--- src/rtl/ppu_oam_scan.sv ---
// Mode-2 OAM search: sweeps every OAM entry for one scanline and buffers up to
// MAX_SPRITES sprites whose vertical extent covers LY, in ascending OAM order.
module ppu_oam_scan #(
  parameter int NUM_ENTRIES = 40,
  parameter int MAX_SPRITES = 10
) (
  input  logic        clk,
  input  logic        rst,
  input  logic        start,
  input  logic [7:0]  LY,
  input  logic        obj_size,
  output logic        oam_rd,
  output logic [6:0]  oam_addr,
  input  logic [15:0] oam_data,
  output logic        busy,
  output logic        done,
  output logic [3:0]  sprite_count,
  input  logic [3:0]  buf_rd_idx,
  output logic        buf_valid,
  output logic [7:0]  buf_x,
  output logic [7:0]  buf_tile,
  output logic [7:0]  buf_attr,
  output logic [3:0]  buf_row,
  output logic [5:0]  buf_oam_idx
);

  localparam logic [6:0] LAST_ADDR = 7'(2 * NUM_ENTRIES - 1);
  localparam logic [3:0] MAX_CNT   = 4'(MAX_SPRITES);

  typedef enum logic [1:0] {IDLE, SCAN, FLUSH, DONE} state_t;

  state_t     state;
  state_t     state_nxt;
  logic [6:0] addr_q;
  logic [3:0] count_q;
  logic [7:0] ly_q;
  logic       size_q;
  logic       start_ok;

  // Screen line in OAM coordinates: sprite Y is offset by 16 so that
  // partially visible sprites at the top edge have non-negative Y.
  function automatic logic [8:0] line_pos(input logic [7:0] ly);
    return {1'b0, ly} + 9'd16;
  endfunction

  function automatic logic covers_line(input logic [7:0] ly, input logic tall,
                                       input logic [7:0] y);
    logic [8:0] pos;
    logic [8:0] top;
    logic [8:0] h;
    pos = line_pos(ly);
    top = {1'b0, y};
    h   = tall ? 9'd16 : 9'd8;
    return (pos >= top) && (pos < top + h);
  endfunction

  function automatic logic [3:0] sprite_row(input logic [7:0] ly, input logic [7:0] y);
    return 4'(line_pos(ly) - {1'b0, y});
  endfunction

  // Tall sprites address an even/odd tile pair, so the stored base is even.
  function automatic logic [7:0] sprite_tile(input logic [7:0] tile, input logic tall);
    return tall ? {tile[7:1], 1'b0} : tile;
  endfunction

  assign start_ok = start && ((state == IDLE) || (state == DONE));

  always_ff @(posedge clk) begin
    if (rst) state <= IDLE;
    else     state <= state_nxt;
  end

  always_comb begin
    state_nxt = state;
    case (state)
      IDLE:    if (start) state_nxt = SCAN;
      SCAN:    if (addr_q == LAST_ADDR) state_nxt = FLUSH;
      FLUSH:   state_nxt = DONE;
      DONE:    state_nxt = start ? SCAN : IDLE;
      default: state_nxt = IDLE;
    endcase
  end

  always_comb begin
    oam_rd = (state == SCAN);
    busy   = (state == SCAN) || (state == FLUSH);
    done   = (state == DONE);
  end

  always_ff @(posedge clk) begin
    if (rst)                                     addr_q <= '0;
    else if (state == SCAN && addr_q != LAST_ADDR) addr_q <= addr_q + 7'd1;
    else                                         addr_q <= '0;
  end

  assign oam_addr = addr_q;

  always_ff @(posedge clk) begin
    if (start_ok) begin
      ly_q   <= LY;
      size_q <= obj_size;
    end
  end

  // Stage p0: read strobe and address delayed to line up with oam_data
  logic       vld_p0;
  logic [6:0] addr_p0;

  always_ff @(posedge clk) begin
    if (rst) vld_p0 <= 1'b0;
    else     vld_p0 <= oam_rd;
  end

  always_ff @(posedge clk) addr_p0 <= oam_addr;

  // Stage p1: {X,Y} half of the entry held until its {attr,tile} half arrives
  logic [7:0] y_p1;
  logic [7:0] x_p1;

  always_ff @(posedge clk) begin
    if (vld_p0 && !addr_p0[0]) begin
      y_p1 <= oam_data[7:0];
      x_p1 <= oam_data[15:8];
    end
  end

  logic eval_p0;
  logic hit_p0;
  logic wr_p0;

  assign eval_p0 = vld_p0 && addr_p0[0];
  assign hit_p0  = covers_line(ly_q, size_q, y_p1);
  assign wr_p0   = eval_p0 && hit_p0 && (count_q < MAX_CNT);

  always_ff @(posedge clk) begin
    if (rst)           count_q <= '0;
    else if (start_ok) count_q <= '0;
    else if (wr_p0)    count_q <= count_q + 4'd1;
  end

  assign sprite_count = count_q;

  // Sprite buffer: contents only meaningful below count_q
  logic [7:0] mem_x    [MAX_SPRITES];
  logic [7:0] mem_tile [MAX_SPRITES];
  logic [7:0] mem_attr [MAX_SPRITES];
  logic [3:0] mem_row  [MAX_SPRITES];
  logic [5:0] mem_idx  [MAX_SPRITES];

  always_ff @(posedge clk) begin
    if (wr_p0) begin
      mem_x[count_q]    <= x_p1;
      mem_tile[count_q] <= sprite_tile(oam_data[7:0], size_q);
      mem_attr[count_q] <= oam_data[15:8];
      mem_row[count_q]  <= sprite_row(ly_q, y_p1);
      mem_idx[count_q]  <= addr_p0[6:1];
    end
  end

  assign buf_valid = (buf_rd_idx < count_q);

  always_comb begin
    buf_x       = '0;
    buf_tile    = '0;
    buf_attr    = '0;
    buf_row     = '0;
    buf_oam_idx = '0;
    if (buf_rd_idx < MAX_CNT) begin
      buf_x       = mem_x[buf_rd_idx];
      buf_tile    = mem_tile[buf_rd_idx];
      buf_attr    = mem_attr[buf_rd_idx];
      buf_row     = mem_row[buf_rd_idx];
      buf_oam_idx = mem_idx[buf_rd_idx];
    end
  end

endmodule

--- config.mk ---
export PLATFORM = sky130hd
export DESIGN_NAME = ppu_oam_scan
export DESIGN_NICKNAME = d
export VERILOG_FILES = /design/src/rtl/ppu_oam_scan.sv
export SDC_FILE = /design/constraint.sdc
export NUM_CORES = 1
export LEC_CHECK = 0
export ABC_AREA = 1
export BUFFER_PORTS_ARGS = -buffer_cell sky130_fd_sc_hd__buf_2
export CELL_PAD_IN_SITES_DETAIL_PLACEMENT = 1
export CELL_PAD_IN_SITES_GLOBAL_PLACEMENT = 1
export CORE_AREA = 4 4 260 185
export DETAILED_ROUTE_END_ITERATION = 10
export DIE_AREA = 0 0 264 189
export PLACE_DENSITY_LB_ADDON = 0.1
export SETUP_SLACK_MARGIN = 0.2
export SLEW_MARGIN = 10
export SYNTH_ARGS = -nofsm -noshare
export SYNTH_HDL_FRONTEND = slang
export SYNTH_SLANG_ARGS = --single-unit
--- constraint.sdc ---
create_clock -name clk -period 9 [get_ports clk]
set_input_delay 0.45 -clock clk [delete_from_list [all_inputs] [get_ports clk]]
set_output_delay 0.45 -clock clk [all_outputs]
set_load 0.05 [all_outputs]
==> results.toml, run 1 <==
[run]
drv_cap = 0

[timing]
max_freq_mhz = 255
min_period_ps = 3920
worstMarginPinSlew_ps = 1080
finClkSkew_ps = 23.5
setup_viol = 0
period_share_pct = 43.6
slew_headroom_pct = 27.8
hold_violations = 0
fin_ws_ps = 5080
rsz0062_at_grt = "no"
slew_violations = 0
tns_ps = 0

[finish]
drive_gt1_share_pct = 14.3
fin_cells = 1950
final_nets = 1371
area_delta_synth_final_pct = 14.9
diodes = 0

[logic_synthesis]
synth_edf_count = 365
seq_area_frac_synth_pct = 71.9
ys_ff_latch = 386
yosys-top-cells-count = "edfxtp_1 (365), nor2_1 (228), o21ai_0 (117)"
synth_top_flop_cell = "edfxtp_1"
postSynthAreaPerCell_sq_um = 12.8
synth_top_cell_by_area = "edfxtp_1"
synth_most_common_cell = "edfxtp_1"
synth.area.top_cells = "edfxtp_1 (69%), nor2_1 (5.4%), o21ai_0 (3.7%)"
syn_inst = 1233
synth_cell_types = 34
synth_area_sq_um = 15800
synthArstFlopShare_pct = 0
synth_top_area_share_pct = 69.3
synth_warnings = 0
syn_nets = 1296

[grt]
antenna_found_initial = 0
grt_pass1_wl_um = 64100
grt_use_total_pct = 16.8
grt.overflow.total = 0
grt_pass1_vias = 9835
grt_max_degree = 95

[worst_setup_path]
crit_chain = "inv_1 -> ha_1 -> inv_1 -> fa_1 -> nor3_1 -> xor2_1 -> ha_1 -> nand2_1 -> nand2_1 -> nand2_1 -> nand4_1 -> a21oi_4 -> nand2_2 -> inv_2 -> nand2_1 -> nor2_4 -> buf_4"
end_kind = "register"
cpPeakStageDelay_ps = 520
cpLargestDelayFamily = "simple AND/OR/NAND/NOR gates"
ff2ff_path_depth = 17
path_common_cell = "nand2_1"
start_kind = "register"
reg2reg_slack_ps = 5080
criticalPathCategory = "register to register"
crit_slowest_cell = "buf_4"
worstPathRequired_ps = 9170
worstReg2RegStart = "size_q"
critPathArrivalTime_ps = 4090
reg2reg_to = "mem_attr[5][0]"
critPathMaxFanout = 34
cp_num_buf_inv = 4

[detailed_routing]
firstDrtPassIters = 4
antenna_left = 0
drt-total-wl_um = 42500
viasPerCell = 4.99
dr.first_iter.drc_count = 810
drcViolationCount = 0
wl_per_cell_um = 21.8
via_count = 9734

[floorplan]
rows = 66
ios = 81
initial_core_util_pct = 34.5
die_y_um = 189
chipWidth_um = 264
die_area_sq_um = 49900
core_sq_um = 45900

[cts]
cts-root-buf = "clkbuf_16"
clock_latency_ps = 550
cts_tree = "built"
hold_buffers = 0
cts_buffers = 42
cts_setup_buffers = 0
path_clk_slew_ps = 60
htree_levels = 2
cts_max_path_buffers = 3
ctsResizeCount = 0
cts.sinks = 386

[hold_path]
hold_path.class = "input port to register"
hold_end = "ly_q[2]"
worstHoldStart = "LY[2]"
hold_depth = 1

[power]
pwr_density_cell_nw_per_um2 = 236
p_total_mw = 4.30
p_leak_nw = 6.24
ir_drop_mv = 0.107

[placement]
io_buffers = 80
pre_cts_ws_ps = 5050
dp_hpwl_um = 23800
place_inst = 1876
place.gp.congestion = 0.705

[status]
status = "completed"
[cells by family after synthesis]
logic type	synth area share (%)
compound gates	11.7
xor+xnor	0.554
fa+ha+maj	2.55
buf+inv	4.32
flops	71.9
simple gates	8.90
[report_power, final]
group / switching, mW / internal [mW]
clock network: 0.709 / 1.01
logic: 0.366 / 0.129
registers: 0.0371 / 2.04
[flip-flops by register name, summed over array words and instances, names as in the netlist, 8 cells and up]
| name | count |
|---|---|
| mem_attr | 80 |
| mem_tile | 80 |
| mem_x | 80 |
| mem_idx | 60 |
| mem_row | 40 |
| ly_q | 8 |
| x_p1 | 8 |
| y_p1 | 8 |
[area by class of cell]
cell class / instances / area [sq um]
flip-flops and latches: 386 / 11400
repair buffers: 99 / 546
clock buffers: 58 / 1230
well taps: 612 / 766
inverters: 77 / 294
multi-input cells: 702 / 3830
clock inverters: 16 / 136
fillers: 4824 / 27700
[cells in the final DEF, fill, tap and decap left out, types with 11 or more instances in the layout]
master	netlist	routed
edfxtp_1	365	365
nor2_1	228	220
o21ai_0	117	117
nand2_1	82	82
buf_2	21	79
inv_1	73	73
o211ai_1	71	71
o21ai_1	49	49
clkbuf_16	0	47
a21oi_1	44	44
ha_1	29	29
dfxtp_1	21	21
buf_4	6	20
nand3_1	19	19
o211ai_2	14	14
nand4_1	11	11
[worst reg2reg max path: stages, from the launching register on]
cell and delay (ps):
edfxtp_1 430, inv_1 130, ha_1 180, inv_1 50, fa_1 400, nor3_1 240, xor2_1 180, ha_1 280
nand2_1 80, nand2_1 40, nand2_1 50, nand4_1 130, a21oi_4 210, nand2_2 160, inv_2 120, nand2_1 200
nor2_4 130, buf_4 520
[worst max-delay path by stage]
stage	slack, ps	to	cells past startpoint	startpoint
global route	4790	mem_tile[4][4]	17	size_q
CTS	5030	mem_tile[4][7]	17	size_q
finish	5080	mem_attr[5][0]	17	size_q
global placement	5120	buf_attr[4]	10	buf_rd_idx[0]
detailed placement	5050	mem_attr[4][3]	17	size_q
floorplan	3880	mem_attr[2][0]	14	size_q
[per-stage QoR]
stage / hold WS, ps / utilization [%] / area, sq um
after CTS: 50.7 / 39.6 / 18200
after global routing: 57.4 / 39.6 / 18200
final: 82.4 / 39.6 / 18200
after floorplan: 492 / - / 15800
after detailed placement: 385 / 36.6 / 16800
after global placement: 385 / 36.6 / 16800
[routing by layer]
layer	share of wire [%]	vias up	wire length, um	GRT usage [%]
li1	-	4605	-	-
met2	43	127	18400	25.6
met5	0	-	0	0
met3	3.0	44	1260	2.39
met1	52	4958	22200	25.9
met4	1.3	0	554	3.13
Power figures use the tool's default switching activity.
==> inputs of run 2 (changes only) <==
- clock period: 9 -> 3.23 ns (I/O delays scaled with it)
==> run 2 against run 1 <==
Final area rose by 6.3%; global-route usage rose by 1.2 points; sequential power rose to 2.8 times the previous value; combinational power rose to 3.1 times the previous value; routed wire length rose by 11%; first-iteration DRC count fell by 22%; highest routed layer is now met5.
==> results.toml, run 2 (synthesis gave the netlist of run 1 again) <==
[placement]
placed_cell_area_sq_um = 17300
io_buffers = 80
dp_hpwl_um = 28100
place.gp.congestion = 0.761
place_inst = 1905

[worst_setup_path]
critPathArrivalTime_ps = 3450
end_kind = "register"
start_kind = "register"
criticalPathCategory = "register to register"
critPathMaxFanout = 10
worstPathRequired_ps = 3470

[finish]
final_area_sq_um = 19300
biggestRegsByFlops = "mem_attr (80), mem_tile (80), mem_x (80)"
area_delta_synth_final_pct = 22.2
final_nets = 1447
layout_common_cells = "edfxtp_1 (365), nor2_1 (220), o21ai_0 (117)"
layout_commonest_cell = "edfxtp_1"
final_util_pct = 42.1
diodes = 0
fin_cells = 2025
drive_gt1_share_pct = 17.6
nFillCells = 4787

[timing]
rsz0062_at_grt = "yes"
period_share_pct = 99.1
holdWs_ps = 26.6
finClkSkew_ps = 20.5
slew_headroom_pct = 25.1
hold_violations = 0
worstMarginPinSlew_ps = 1120
slew_violations = 0
min_period_ps = 3200
setup_viol = 0
max_freq_mhz = 312

[detailed_routing]
viasPerCell = 5.01
wl_per_cell_um = 23.3
firstDrtPassIters = 4
dr.first_iter.drc_count = 629
drt-total-wl_um = 47200
antenna_left = 0
drcViolationCount = 0
via_count = 10149

[floorplan]
ios = 81
die_y_um = 189
chipWidth_um = 264
core_sq_um = 45900
initial_core_util_pct = 34.5
die_area_sq_um = 49900
rows = 66

[power]
p_leak_nw = 6.75
p_total_mw = 11.7
ir_drop_mv = 0.333
pwr_density_cell_nw_per_um2 = 605

[cts]
cts.sinks = 386
cts-root-buf = "clkbuf_16"
cts_max_path_buffers = 3
path_clk_slew_ps = 60
cts_buffers = 40
htree_levels = 2
cts_tree = "built"
clock_latency_ps = 540

[grt]
grt_pass1_vias = 10286
grt_use_total_pct = 17.9
grt_max_degree = 100
grt.overflow.total = 0
antenna_found_initial = 1
grt_pass1_wl_um = 68300

[hold_path]
hold_path.class = "input port to register"

[run]
drv_cap = 0

[status]
status = "completed"
## run 2: worst max-delay path, stage by stage (launching register included)
cell,delay (ps)
edfxtp_1,400
inv_2,100
ha_4,140
inv_2,40
fa_2,380
nor3_4,130
xor2_1,170
ha_1,280
nand2_1,80
nand2_1,40
nand2_1,50
nand4_1,120
a21oi_4,180
nand2_4,110
inv_4,120
nand2_8,70
nor2_4,170
buf_12,140
clkbuf_16,160
## run 2: report_power, final
group	switching (mW)	internal, mW
clock network	1.91	2.45
registers	0.111	5.70
logic	1.09	0.441
## run 2: worst paths after layout
kind,start,to,slack (ps),depth (start not counted)
min,oam_data[4],mem_tile[3][4],30,1
min reg2reg,oam_addr[1],addr_p0[1],400,0
max reg2reg,size_q,mem_tile[5][0],30,18
max,size_q,mem_tile[5][0],30,18
## run 2: cell type report
| class | instances | area [sq um] | area share, % |
|---|---|---|---|
| clock inverter | 20 | 128 | 0.660 |
| multi-input combinational | 702 | 3910 | 20.2 |
| clock buffer | 51 | 1080 | 5.61 |
| tap | 612 | 766 | 3.96 |
| inverter | 77 | 297 | 1.53 |
| timing repair buffer | 177 | 1760 | 9.13 |
| sequential | 386 | 11400 | 58.9 |
## run 2: through the flow
stage	worst slack [ps]	setup TNS, ps
2_1_floorplan	-244	-43830
3_3_place_gp	78.2	0
3_5_place_dp	35.2	0
4_1_cts	18.4	0
5_1_grt	-131	-27270
6_report	28.5	0
## run 2: repair_timing
action / in CTS / in global routing
hold buffers: 22 / 0
pin swaps: 0 / 3
gates resized for setup: 2 / 18
endpoints found under the hold margin: 109 / 0
setup endpoints to repair: 340 / 340
setup buffers: 0 / 12
cloned: 0 / 15
## run 2: metal layers
metal	share of wire (%)	vias to the layer above	global-route usage, %
li1	-	4766	-
met1	52	5163	28.0
met2	43	169	27.2
met3	3.3	49	2.51
met4	1.2	2	3.05
met5	0.021	-	0
==> inputs of run 3 (changes only) <==
- BUFFER_PORTS_ARGS: -buffer_cell sky130_fd_sc_hd__buf_2 -> -buffer_cell sky130_fd_sc_hd__clkbuf_2
==> run 3 against run 2 <==
The run now ends with setup timing left; non-clock buffer count grew 24; final area rose by 3.3%; fmax is 1.5% lower; first-iteration DRC count increased by 27%; global-route usage increased by 0.59 points; sequential power barely moved.
==> results.toml, run 3 (synthesis gave the netlist of run 1 again) <==
[worst_setup_path]
setup.worst_path.end = "mem_tile[1][6]"
start_kind = "register"
critPathMaxFanout = 7
crit_start = "size_q"
reg2reg_to = "mem_tile[1][6]"
end_kind = "register"
criticalPathCategory = "register to register"
worstReg2RegStart = "size_q"
ff2ff_path_depth = 19
worstPathRequired_ps = 3490
reg2reg_slack_ps = -20
critPathArrivalTime_ps = 3510

[timing]
rsz0062_at_grt = "yes"
slew_headroom_pct = 42.2
min_period_ps = 3250
fin_ws_ps = -19.3
finClkSkew_ps = 26.9
period_share_pct = 101
hold_violations = 0
slew_violations = 0
max_freq_mhz = 308
worstMarginPinSlew_ps = 865
setup_viol = 39

[floorplan]
core_sq_um = 45900
die_area_sq_um = 49900
initial_core_util_pct = 34.5
ios = 81
die_y_um = 189
chipWidth_um = 264
rows = 66

[status]
status = "finished, violations left"
violations = "setup timing"

[cts]
cts-root-buf = "clkbuf_16"
clock_latency_ps = 550
path_clk_slew_ps = 60
htree_levels = 2
cts_tree = "built"
cts_max_path_buffers = 3
cts_buffers = 40
cts.sinks = 386

[detailed_routing]
firstDrtPassIters = 4
viasPerCell = 5.08
drt-total-wl_um = 48800
antenna_left = 0
wl_per_cell_um = 23.8
via_count = 10429
drcViolationCount = 0
dr.first_iter.drc_count = 801

[grt]
grt.overflow.total = 0
grt_pass1_wl_um = 70300
gr-usage-met3_pct = 2.74
grt_pass1_vias = 10793
grt_use_met2_pct = 29.1
grt-busiest-layer = "met2"
grt.met1_usage_pct = 27.7
grt_use_total_pct = 18.5
antenna_found_initial = 0
grt_max_degree = 93

[finish]
final_area_sq_um = 20000
area_delta_synth_final_pct = 26.2
biggestRegsByFlops = "mem_attr (80), mem_tile (80), mem_x (80)"
layout_commonest_cell = "edfxtp_1"
drive_gt1_share_pct = 20.0
final_nets = 1471
diodes = 0
layout_common_cells = "edfxtp_1 (365), nor2_1 (220), o21ai_0 (117)"

[placement]
place.gp.congestion = 0.769
placed_cell_area_sq_um = 17400
io_buffers = 80
dp_hpwl_um = 28000

[power]
p_total_mw = 12.1
p_leak_nw = 7.03
pwr_density_cell_nw_per_um2 = 607
ir_drop_mv = 0.413

[hold_path]
hold_path.class = "input port to register"

[run]
drv_cap = 0
[run 3: cell types whose count changed in the layout (fill, tap and decap cells not counted), moves of 3 or more]
cell,before,now
buf_12,26,36
bufinv_16,1,4
clkinv_1,9,4
buf_16,0,10
clkbuf_2,0,77
dlygate4sd3_1,22,14
clkbuf_8,0,4
buf_2,79,2
buf_6,8,14
buf_4,27,32
[run 3: stage by stage]
stage / setup TNS (ps) / setup slack (ps) / util [%] / hold WS, ps / std cells
after global placement: -2900 / -47.0 / 37.8 / 341 / 1907
after global routing: -37210 / -167 / 43.5 / 51.9 / 2052
after floorplan: -43830 / -244 / - / 231 / 1233
final: -344 / -19.3 / 43.5 / 24.1 / 2052
after CTS: 0 / 16.8 / 42.5 / 2.76 / 2033
after detailed placement: -4380 / -60.2 / 37.8 / 341 / 1907
[run 3: how the worst min path moves through the flow]
stage               start        to  cells past startpoint
floorplan             rst  state[0]                      1
global placement    LY[0]   ly_q[0]                      1
detailed placement  LY[0]   ly_q[0]                      1
CTS                 start  state[0]                      5
global route        start  state[0]                      5
finish              start  state[0]                      5
[run 3: timing repair]
item / CTS / global route
buffers inserted: 29 / 5
pin swaps: 5 / 4
endpoints found under the setup margin: 314 / 340
endpoints found under the hold margin: 42 / 0
gates cloned: 9 / 14
resized for setup: 38 / 14
hold buffers: 14 / 0
[run 3: worst max-delay path, stage by stage (launching register included)]
cell      delay, ps
edfxtp_1        400
inv_2           100
ha_4            140
inv_2            40
fa_2            370
nor3_2          140
xor2_1          170
ha_1            280
nand2_1          80
nand2_1          50
nand2_1          60
nand4_1         140
a21oi_4         180
nand2_4         120
inv_4           110
nand2_4          90
nor2_4          110
buf_12          150
buf_4           130
buf_12          110
[run 3: layout make-up]
class / count / area (sq um)
inverters: 77 / 297
multi-input cells: 702 / 3900
well taps: 612 / 766
clock inverters: 18 / 203
clock buffers: 56 / 1140
flip-flops and latches: 386 / 11400
repair buffers: 201 / 2280
fillers: 4734 / 25900
[run 3: power by group]
part,leakage [nW],internal (mW),switching [mW]
logic,2.90,0.436,1.10
registers,3.48,5.69,0.103
clock network,0.659,2.80,1.97
total,7.03,8.93,3.18
[run 3: routing by layer]
metal  wire [um]  part of all wire [%]
met1       24300                    50
met2       21700                    44
met3        2050                   4.2
met4         734                   1.5
met5           0                     0
